--- config.mk ---
export PLATFORM = sky130hd
export DESIGN_NAME = game_state_ctrl
export DESIGN_NICKNAME = d
export VERILOG_FILES = /design/src/rtl/game_state_ctrl.sv
export SDC_FILE = /design/constraint.sdc
export NUM_CORES = 1
export LEC_CHECK = 0
export ABC_AREA = 1
export CAP_MARGIN = 5
export CORE_UTILIZATION = 39
export DETAILED_ROUTE_END_ITERATION = 10
export PLACE_DENSITY = 0.69
export SLEW_MARGIN = 0
export SYNTH_ARGS = -nofsm -noshare
export SYNTH_HDL_FRONTEND = slang
export SYNTH_SLANG_ARGS = --single-unit
--- constraint.sdc ---
create_clock -name clk -period 1.5 [get_ports clk]
set_input_delay 0.15 -clock clk [delete_from_list [all_inputs] [get_ports clk]]
set_output_delay 0.15 -clock clk [all_outputs]
set_load 0.03 [all_outputs]
--- src/rtl/game_state_ctrl.sv ---
// game_state_ctrl: top-level game flow (menu, play, hit-recovery, won, lost) with lives and score.
// Define GAME_LIVES_EN for multi-life play with a post-hit invulnerability window.
module game_state_ctrl #(
  parameter int unsigned LIVES         = 3,
  parameter logic [10:0] PLAYER_X      = 11'd100,
  parameter logic [10:0] PLAYER_W      = 11'd20,
  parameter logic [10:0] OBJ_W         = 11'd30,
  parameter int unsigned INVULN_CYCLES = 16,
  parameter int unsigned HOLD_CYCLES   = 60
) (
  input  logic        clk,
  input  logic        reset,
  input  logic        start_btn,
  input  logic        player_airborne,
  input  logic [10:0] obj_position_counter,
  input  logic        win,
  output logic        menuScreen,
  output logic        playerWon,
  output logic        playerLost,
  output logic [1:0]  lives,
  output logic [7:0]  score
);

  localparam int unsigned HOLD_W = $clog2(HOLD_CYCLES + 1);

  typedef enum logic [2:0] {
    ST_MENU = 3'd0,
    ST_PLAY = 3'd1,
`ifdef GAME_LIVES_EN
    ST_HIT  = 3'd2,
`endif
    ST_WON  = 3'd3,
    ST_LOST = 3'd4
  } state_t;

  state_t              state_q, state_d;
  logic                start_q;
  logic [10:0]         obj_prev_q;
  logic [HOLD_W-1:0]   hold_q, hold_d;
  logic [7:0]          score_q, score_d;
  logic                start_rise, hit, wrap, in_recovery;

  assign start_rise = start_btn & ~start_q;
  // 12-bit compares so obj + OBJ_W near the right edge cannot wrap into a false hit
  assign hit = !player_airborne
             && (({1'b0, obj_position_counter} + {1'b0, OBJ_W}) > {1'b0, PLAYER_X})
             && ({1'b0, obj_position_counter} < ({1'b0, PLAYER_X} + {1'b0, PLAYER_W}));
  assign wrap = (obj_position_counter == 11'd0) && (obj_prev_q != 11'd0);

`ifdef GAME_LIVES_EN
  localparam int unsigned INV_W = $clog2(INVULN_CYCLES + 1);
  logic [1:0]       lives_q, lives_d;
  logic [INV_W-1:0] inv_q, inv_d;
  assign in_recovery = (state_q == ST_HIT);
  assign lives       = lives_q;
`else
  logic unused_params;
  assign unused_params = ^{LIVES, INVULN_CYCLES};
  assign in_recovery   = 1'b0;
  assign lives         = 2'd1;
`endif

  always_comb begin
    state_d = state_q;
    hold_d  = hold_q;
    score_d = score_q;
`ifdef GAME_LIVES_EN
    lives_d = lives_q;
    inv_d   = inv_q;
`endif
    case (state_q)
      ST_MENU: begin
        if (start_rise) begin
          state_d = ST_PLAY;
          score_d = 8'd0;
`ifdef GAME_LIVES_EN
          lives_d = 2'(LIVES);
`endif
        end
      end
      ST_PLAY: begin
        if (win) begin
          state_d = ST_WON;
          hold_d  = HOLD_W'(HOLD_CYCLES - 1);
        end else if (hit) begin
`ifdef GAME_LIVES_EN
          if (lives_q <= 2'd1) begin
            lives_d = 2'd0;
            state_d = ST_LOST;
            hold_d  = HOLD_W'(HOLD_CYCLES - 1);
          end else begin
            lives_d = lives_q - 2'd1;
            state_d = ST_HIT;
            inv_d   = INV_W'(INVULN_CYCLES - 1);
          end
`else
          state_d = ST_LOST;
          hold_d  = HOLD_W'(HOLD_CYCLES - 1);
`endif
        end
      end
`ifdef GAME_LIVES_EN
      ST_HIT: begin
        if (win) begin
          state_d = ST_WON;
          hold_d  = HOLD_W'(HOLD_CYCLES - 1);
        end else if (inv_q == '0) begin
          state_d = ST_PLAY;
        end else begin
          inv_d = inv_q - 1'b1;
        end
      end
`endif
      ST_WON, ST_LOST: begin
        if (hold_q == '0) state_d = ST_MENU;
        else              hold_d  = hold_q - 1'b1;
      end
      default: state_d = ST_MENU;
    endcase
    // score counts obstacle wraps only while the player is in the level
    if ((state_q == ST_PLAY || in_recovery) && wrap && (score_q != 8'hFF))
      score_d = score_q + 8'd1;
  end

  always_ff @(posedge clk) begin
    if (!reset) begin
      state_q    <= ST_MENU;
      start_q    <= 1'b0;
      obj_prev_q <= 11'd0;
      hold_q     <= '0;
      score_q    <= 8'd0;
`ifdef GAME_LIVES_EN
      lives_q    <= 2'(LIVES);
      inv_q      <= '0;
`endif
    end else begin
      state_q    <= state_d;
      start_q    <= start_btn;
      obj_prev_q <= obj_position_counter;
      hold_q     <= hold_d;
      score_q    <= score_d;
`ifdef GAME_LIVES_EN
      lives_q    <= lives_d;
      inv_q      <= inv_d;
`endif
    end
  end

  assign menuScreen = (state_q == ST_MENU);
  assign playerWon  = (state_q == ST_WON);
  assign playerLost = (state_q == ST_LOST);
  assign score      = score_q;

endmodule
==> impl_metrics.env, run 1 <==
export IMPL_wire_per_inst_um=11.2
export IMPL_reg2regPathDepth=13
export IMPL_irDropWorstVdd_mv=0.545
export IMPL_synth_cells=270
export IMPL_grt_max_degree=13
export IMPL_die_y_um=68.2
export IMPL_start_util_pct=41.5
export IMPL_synthesis_nets=290
export IMPL_cts_root_buffer="clkbuf_8"
export IMPL_path_clk_slew_ns=0.06
export IMPL_fillers=381
export IMPL_via_per_inst=4.77
export IMPL_vias=1803
export IMPL_r2r_end="score[7]"
export IMPL_first_pass_iters=5
export IMPL_final_period_utilization_pct=106
export IMPL_clock_latency_ns=0.28
export IMPL_power_leakage_nw=1.24
export IMPL_violations="negative setup slack"
export IMPL_synth_seq_cells=29
export IMPL_setup_viol=8
export IMPL_drt_wl_total_um=4220
export IMPL_crit_start="score[1]"
export IMPL_max_freq_mhz=629
export IMPL_critPathCapture="score[7]"
export IMPL_pin_count=29
export IMPL_path_max_fanout=7
export IMPL_holdCritStartpoint="obj_position_counter[2]"
export IMPL_skew_ns=0.00651
export IMPL_layout_common_cells="nand2_1, inv_1, buf_4, dfxtp_1"
export IMPL_finalCriticalPeriod_ns=1.59
export IMPL_h_tree_depth=2
export IMPL_worst_setup_path_end_kind="flop"
export IMPL_drc=0
export IMPL_ys_types=29
export IMPL_layout_commonest_cell="nand2_1"
export IMPL_grt_pass1_wl_um=6720
export IMPL_placementRows=23
export IMPL_ant_nets=0
export IMPL_rsz0062_at_grt="yes"
export IMPL_cts_buffers=5
export IMPL_place_port_buffers=26
export IMPL_finalWorstSetupSlack_ns=-0.0894
export IMPL_status="complete, but fails checks"
export IMPL_die_x_um=68.2
export IMPL_criticalPathCategory="reg2reg"
export IMPL_critPathRequiredTime_ns=1.71
export IMPL_report_final_slew_viol_count=0
export IMPL_netlist_area_sq_um=1710
export IMPL_die_area_sq_um=4650
export IMPL_holdBufCountCts=0
export IMPL_nets=347
export IMPL_total_power_mw=3.03
export IMPL_worstPathArrival_ns=1.80
export IMPL_cts_tree="yes"
export IMPL_ys_warn_count=0
export IMPL_drt_first_iter_violations=88
export IMPL_hold_path_class="in2reg"
export IMPL_track_usage_pct=19.3
export IMPL_rrSetupSlack_ns=-0.09
export IMPL_cts_sinks=29
export IMPL_coreArea_sq_um=4120
export IMPL_seq_area_frac_synth_pct=34.0
export IMPL_hold_viol_final=0
export IMPL_drv_cap=0
export IMPL_antenna_cells=0
export IMPL_overflow=0
export IMPL_gp_congestion=0.865
export IMPL_clk_path_buf_depth=2
export IMPL_crit_path_start_kind="flop"
export IMPL_grt_pass1_vias=1593
export IMPL_r2r_start="score[1]"
export IMPL_dp_slack_ns=-0.579
export IMPL_postSynthAreaPerCell_sq_um=6.33
export IMPL_dp_hpwl_um=2950
export IMPL_antenna_found_initial=0
export IMPL_area_growth_pct=46.6
export IMPL_drive_gt1_share_pct=30.5
export IMPL_power_density_nw_per_um2=1210
==> flip-flops by register name, indices dropped and copies added (netlist names) <==
signal,count
score,8
hold_q,6
start_q,1
state_q,3
obj_prev_q,11
==> area by class of cell <==
type / count / area, sq um / share of cell area, %
Clock buffer: 8 / 90.1 / 3.59
Multi-Input combinational cell: 184 / 1100 / 43.9
Timing Repair Buffer: 55 / 455 / 18.2
Tap cell: 50 / 62.6 / 2.50
Sequential cell: 29 / 598 / 23.9
Inverter: 52 / 200 / 7.99
==> report_power, final <==
group	switching, mW	internal [mW]	total [mW]
logic	0.830	0.545	1.37
clock network	0.279	0.373	0.652
registers	0.108	0.894	1.00
==> stage by stage <==
| stage | cells | hold slack [ns] | utilization (%) | TNS, ns | area, sq um |
|---|---|---|---|---|---|
| finish | 378 | 0.207 | 60.9 | -0.632 | 2510 |
| global route | 378 | 0.239 | 60.9 | -1.76 | 2510 |
| floorplan | 270 | 0.243 | - | -0.501 | 1780 |
| CTS | 376 | 0.326 | 58.0 | -0.253 | 2380 |
| global placement | 366 | 0.450 | 54.8 | -7.49 | 2260 |
| detailed placement | 366 | 0.458 | 54.8 | -8.14 | 2260 |
==> layer usage <==
| metal | part of all wire [%] | track usage [%] | vias up |
|---|---|---|---|
| met5 | 0 | 0 | - |
| met4 | 2.0 | 9.38 | 0 |
| met3 | 2.9 | 4.00 | 9 |
| met2 | 51 | 32.1 | 35 |
| met1 | 44 | 23.4 | 812 |
| li1 | - | - | 947 |
==> cells by family after synthesis <==
| logic type | after synthesis | synth area share, % |
|---|---|---|
| xor+xnor | 4 | 2.05 |
| flops | 29 | 34.0 |
| fa+ha+maj | 4 | 2.93 |
| other cells | 2 | 0.439 |
| compound gates | 32 | 10.1 |
| buf+inv | 59 | 14.0 |
| simple gates | 140 | 36.5 |
==> critical path, cell delays in order, from the launching register on <==
cell and delay (ns):
dfxtp_4 0.36, ha_4 0.15, nand3_4 0.09, nor2_4 0.12, inv_2 0.06, nor2_4 0.11, nand2_1 0.06, nor2_2 0.15
nor2_4 0.05, inv_2 0.06, nand2_4 0.06, inv_6 0.08, nand2_1 0.06, a21oi_2 0.11
==> cells in the mapped netlist <==
| cell type | number | area [sq um] |
|---|---|---|
| nand2_1 | 74 | 278 |
| inv_1 | 48 | 180 |
| dfxtp_1 | 29 | 581 |
| nor2_1 | 23 | 86.3 |
| nand3_1 | 22 | 110 |
| a21oi_1 | 20 | 100 |
| o21ai_0 | 8 | 40.0 |
| ha_1 | 4 | 50.1 |
| inv_2 | 4 | 15.0 |
| nand4_1 | 4 | 25.0 |
| nor3_1 | 4 | 20.0 |
| nor2_2 | 3 | 18.8 |
| xor2_1 | 3 | 26.3 |
| buf_2 | 2 | 10.0 |
| buf_4 | 2 | 15.0 |
| clkbuf_1 | 2 | 7.51 |
| conb_1 | 2 | 7.51 |
| nand2_2 | 2 | 12.5 |
| nand3_2 | 2 | 20.0 |
| nor2_4 | 2 | 22.5 |
| nor4_1 | 2 | 12.5 |
| a211oi_1 | 1 | 7.51 |
| a21oi_2 | 1 | 8.76 |
| a311oi_1 | 1 | 8.76 |
| buf_6 | 1 | 11.3 |
| nor4_2 | 1 | 12.5 |
| o21a_1 | 1 | 7.51 |
| or2_1 | 1 | 6.26 |
| xnor2_1 | 1 | 8.76 |
==> worst min-delay path by stage <==
| stage | endpoint | slack, ns | depth (start not counted) |
|---|---|---|---|
| after floorplan | obj_prev_q[0] | 0.24 | 2 |
| after global placement | score[4] | 0.45 | 2 |
| after global routing | obj_prev_q[2] | 0.24 | 4 |
| after CTS | obj_prev_q[1] | 0.33 | 4 |
| final | obj_prev_q[2] | 0.21 | 4 |
| after detailed placement | score[4] | 0.46 | 2 |
==> repair_timing <==
action | 4_1_cts | 5_1_grt
endpoints found under the setup margin | 22 | 21
resized for setup | 26 | 46
buffers inserted | 1 | 1
endpoints found under the hold margin | 0 | 0
pin swaps | 10 | 15
gates cloned | 1 | 1
(Power assumes the default switching activity.)
==> inputs of run 2 (changes only) <==
- DONT_BUFFER_PORTS: default -> 1
- PLACE_DENSITY: 0.69 -> 0.6
==> run 2 against run 1 <==
The flow still finishes with violations (negative setup slack). Largest cell class unchanged. Sequential cell count is the same. Die area unchanged. Fmax down 3.5%. Utilization shrank 0.36 points.
==> impl_metrics.env, run 2 (synthesized netlist as in run 1, its figures left out) <==
export IMPL_status="complete, but fails checks"
export IMPL_violations="negative setup slack"
export IMPL_nets=345
export IMPL_crit_path_start_kind="flop"
export IMPL_fillers=385
export IMPL_drive_gt1_share_pct=29.4
export IMPL_overflow=0
export IMPL_area_growth_pct=45.8
export IMPL_r2r_end="score[5]"
export IMPL_worstPathArrival_ns=1.87
export IMPL_skew_ns=0.00527
export IMPL_worst_setup_path_end_kind="flop"
export IMPL_die_area_sq_um=4650
export IMPL_grt_pass1_vias=1591
export IMPL_reg2regPathDepth=13
export IMPL_antenna_found_initial=0
export IMPL_grt_max_degree=17
export IMPL_clock_latency_ns=0.28
export IMPL_wire_per_inst_um=11.6
export IMPL_hold_path_class="in2reg"
export IMPL_track_usage_pct=19.2
export IMPL_layout_commonest_cell="nand2_1"
export IMPL_layout_common_cells="nand2_1, inv_1, buf_4, dlygate4sd3_1"
export IMPL_h_tree_depth=2
export IMPL_irDropWorstVdd_mv=0.552
export IMPL_cts_buffers=5
export IMPL_fin_setup_tns_ns=-0.884
export IMPL_dp_hpwl_um=2630
export IMPL_path_clk_slew_ns=0.07
export IMPL_worstPathCellList="ha_4 > nand3_4 > nor2_4 > inv_2 > nor2_4 > nand2_2 > nor2_4 > nor2_4 > inv_2 > nand2_4 > inv_8 > nand2_1 > a21oi_2"
export IMPL_finalCriticalPeriod_ns=1.65
export IMPL_start_util_pct=41.5
export IMPL_cts_root_buffer="clkbuf_8"
export IMPL_hold_path_depth=2
export IMPL_holdWs_ns=0.0166
export IMPL_crit_top_cell="nor2_4"
export IMPL_power_density_nw_per_um2=1200
export IMPL_grt_pass1_wl_um=6510
export IMPL_coreArea_sq_um=4120
export IMPL_seq_area_sq_um=601
export IMPL_placed_area_sq_um=1940
export IMPL_hold_end="state_q[2]"
export IMPL_setup_viol=8
export IMPL_drc=0
export IMPL_first_pass_iters=4
export IMPL_critPathRequiredTime_ns=1.72
export IMPL_ant_nets=0
export IMPL_critPathMaxStageDelay_ns=0.36
export IMPL_place_port_buffers=0
export IMPL_largest_reg_flops=11
export IMPL_drv_cap=0
export IMPL_final_period_utilization_pct=110
export IMPL_finalWorstSetupSlack_ns=-0.147
export IMPL_drt_first_iter_violations=74
export IMPL_antenna_cells=0
export IMPL_hold_viol_final=0
export IMPL_clk_path_buf_depth=2
export IMPL_multi_input_area_sq_um=1060
export IMPL_r2r_start="score[1]"
export IMPL_gp_congestion=0.776
export IMPL_regMostFlops="obj_prev_q"
export IMPL_via_per_inst=4.79
export IMPL_rsz0062_at_grt="yes"
export IMPL_stdcell_area_sq_um=2490
export IMPL_max_freq_mhz=607
export IMPL_vias=1800
export IMPL_cts_tree="yes"
export IMPL_report_final_slew_viol_count=0
export IMPL_cp_slowest_cell="dfxtp_4"
export IMPL_die_y_um=68.2
export IMPL_holdCritStartpoint="reset"
export IMPL_cts_sinks=29
export IMPL_power_leakage_nw=1.14
export IMPL_criticalPathCategory="reg2reg"
export IMPL_path_max_fanout=7
export IMPL_drt_wl_total_um=4380
export IMPL_fin_util_pct=60.5
export IMPL_die_x_um=68.2
export IMPL_placementRows=23
export IMPL_dp_slack_ns=-0.130
export IMPL_pin_count=29
export IMPL_rrSetupSlack_ns=-0.15
[run 2: cell count changes in the layout (fill, tap and decap cells not counted), sizes merged]
| cell | change |
|---|---|
| dlygate4sd2 | -7 |
| inv | +2 |
| dlymetal6s2s | -4 |
| nand2 | -2 |
| clkinvlp | +1 |
| clkbuf | -8 |
| clkdlybuf4s50 | -7 |
| dlygate4sd3 | +25 |
| clkdlybuf4s15 | -2 |
[run 2: area by class of cell]
class / instances / share of cell area [%]
Multi-Input combinational cell: 182 / 42.4
Sequential cell: 29 / 24.1
Timing Repair Buffer: 55 / 19.2
Inverter: 52 / 8.14
Clock buffer: 5 / 2.76
Tap cell: 50 / 2.51
Clock inverter: 3 / 0.804
[run 2: worst max path at each step]
| stage | cells past startpoint | slack, ns | to | from |
|---|---|---|---|---|
| finish | 13 | -0.15 | score[5] | score[1] |
| global route | 13 | -0.23 | score[5] | score[1] |
| CTS | 13 | -0.04 | score[3] | score[0] |
| detailed placement | 8 | -0.13 | score[5] | state_q[2] |
| global placement | 8 | -0.11 | score[5] | state_q[2] |
| floorplan | 13 | -0.08 | score[5] | score[0] |
[run 2: routing by layer]
layer | vias to the layer above | wire [um] | track usage (%)
met1 | 790 | 1860 | 21.2
li1 | 944 | - | -
met3 | 6 | 294 | 6.50
met2 | 60 | 2160 | 33.5
met5 | - | 0 | 0
met4 | 0 | 59 | 7.81
[run 2: timing repair]
item	in CTS	in global routing
pin swaps	4	14
gates resized for setup	8	35
setup endpoints to repair	8	17
hold endpoints to repair	20	0
setup buffers	7	5
hold buffers	25	0
[run 2: worst max-delay path: cells and delay by family, from the launching register on]
| kind | cells | cell delay (ns) |
|---|---|---|
| buffers and inverters | 3 | 0.21 |
| AND/OR/NAND/NOR | 8 | 0.73 |
| AO/OA/AOI/OAI | 1 | 0.13 |
| adder cells (fa/ha/maj) | 1 | 0.15 |
| flip-flops | 1 | 0.36 |
[run 2: stage by stage]
stage / std cells / total power [mW]
floorplan: 270 / 1.90
global placement: 332 / 2.08
detailed placement: 332 / 2.09
CTS: 372 / 2.86
global route: 376 / 3.24
finish: 376 / 2.99
[run 2: where the power goes]
| part | leakage, nW | internal (mW) | switching, mW |
|---|---|---|---|
| sequential | 0.244 | 0.894 | 0.102 |
| clock | 0.0450 | 0.327 | 0.321 |
| combinational | 0.850 | 0.548 | 0.799 |
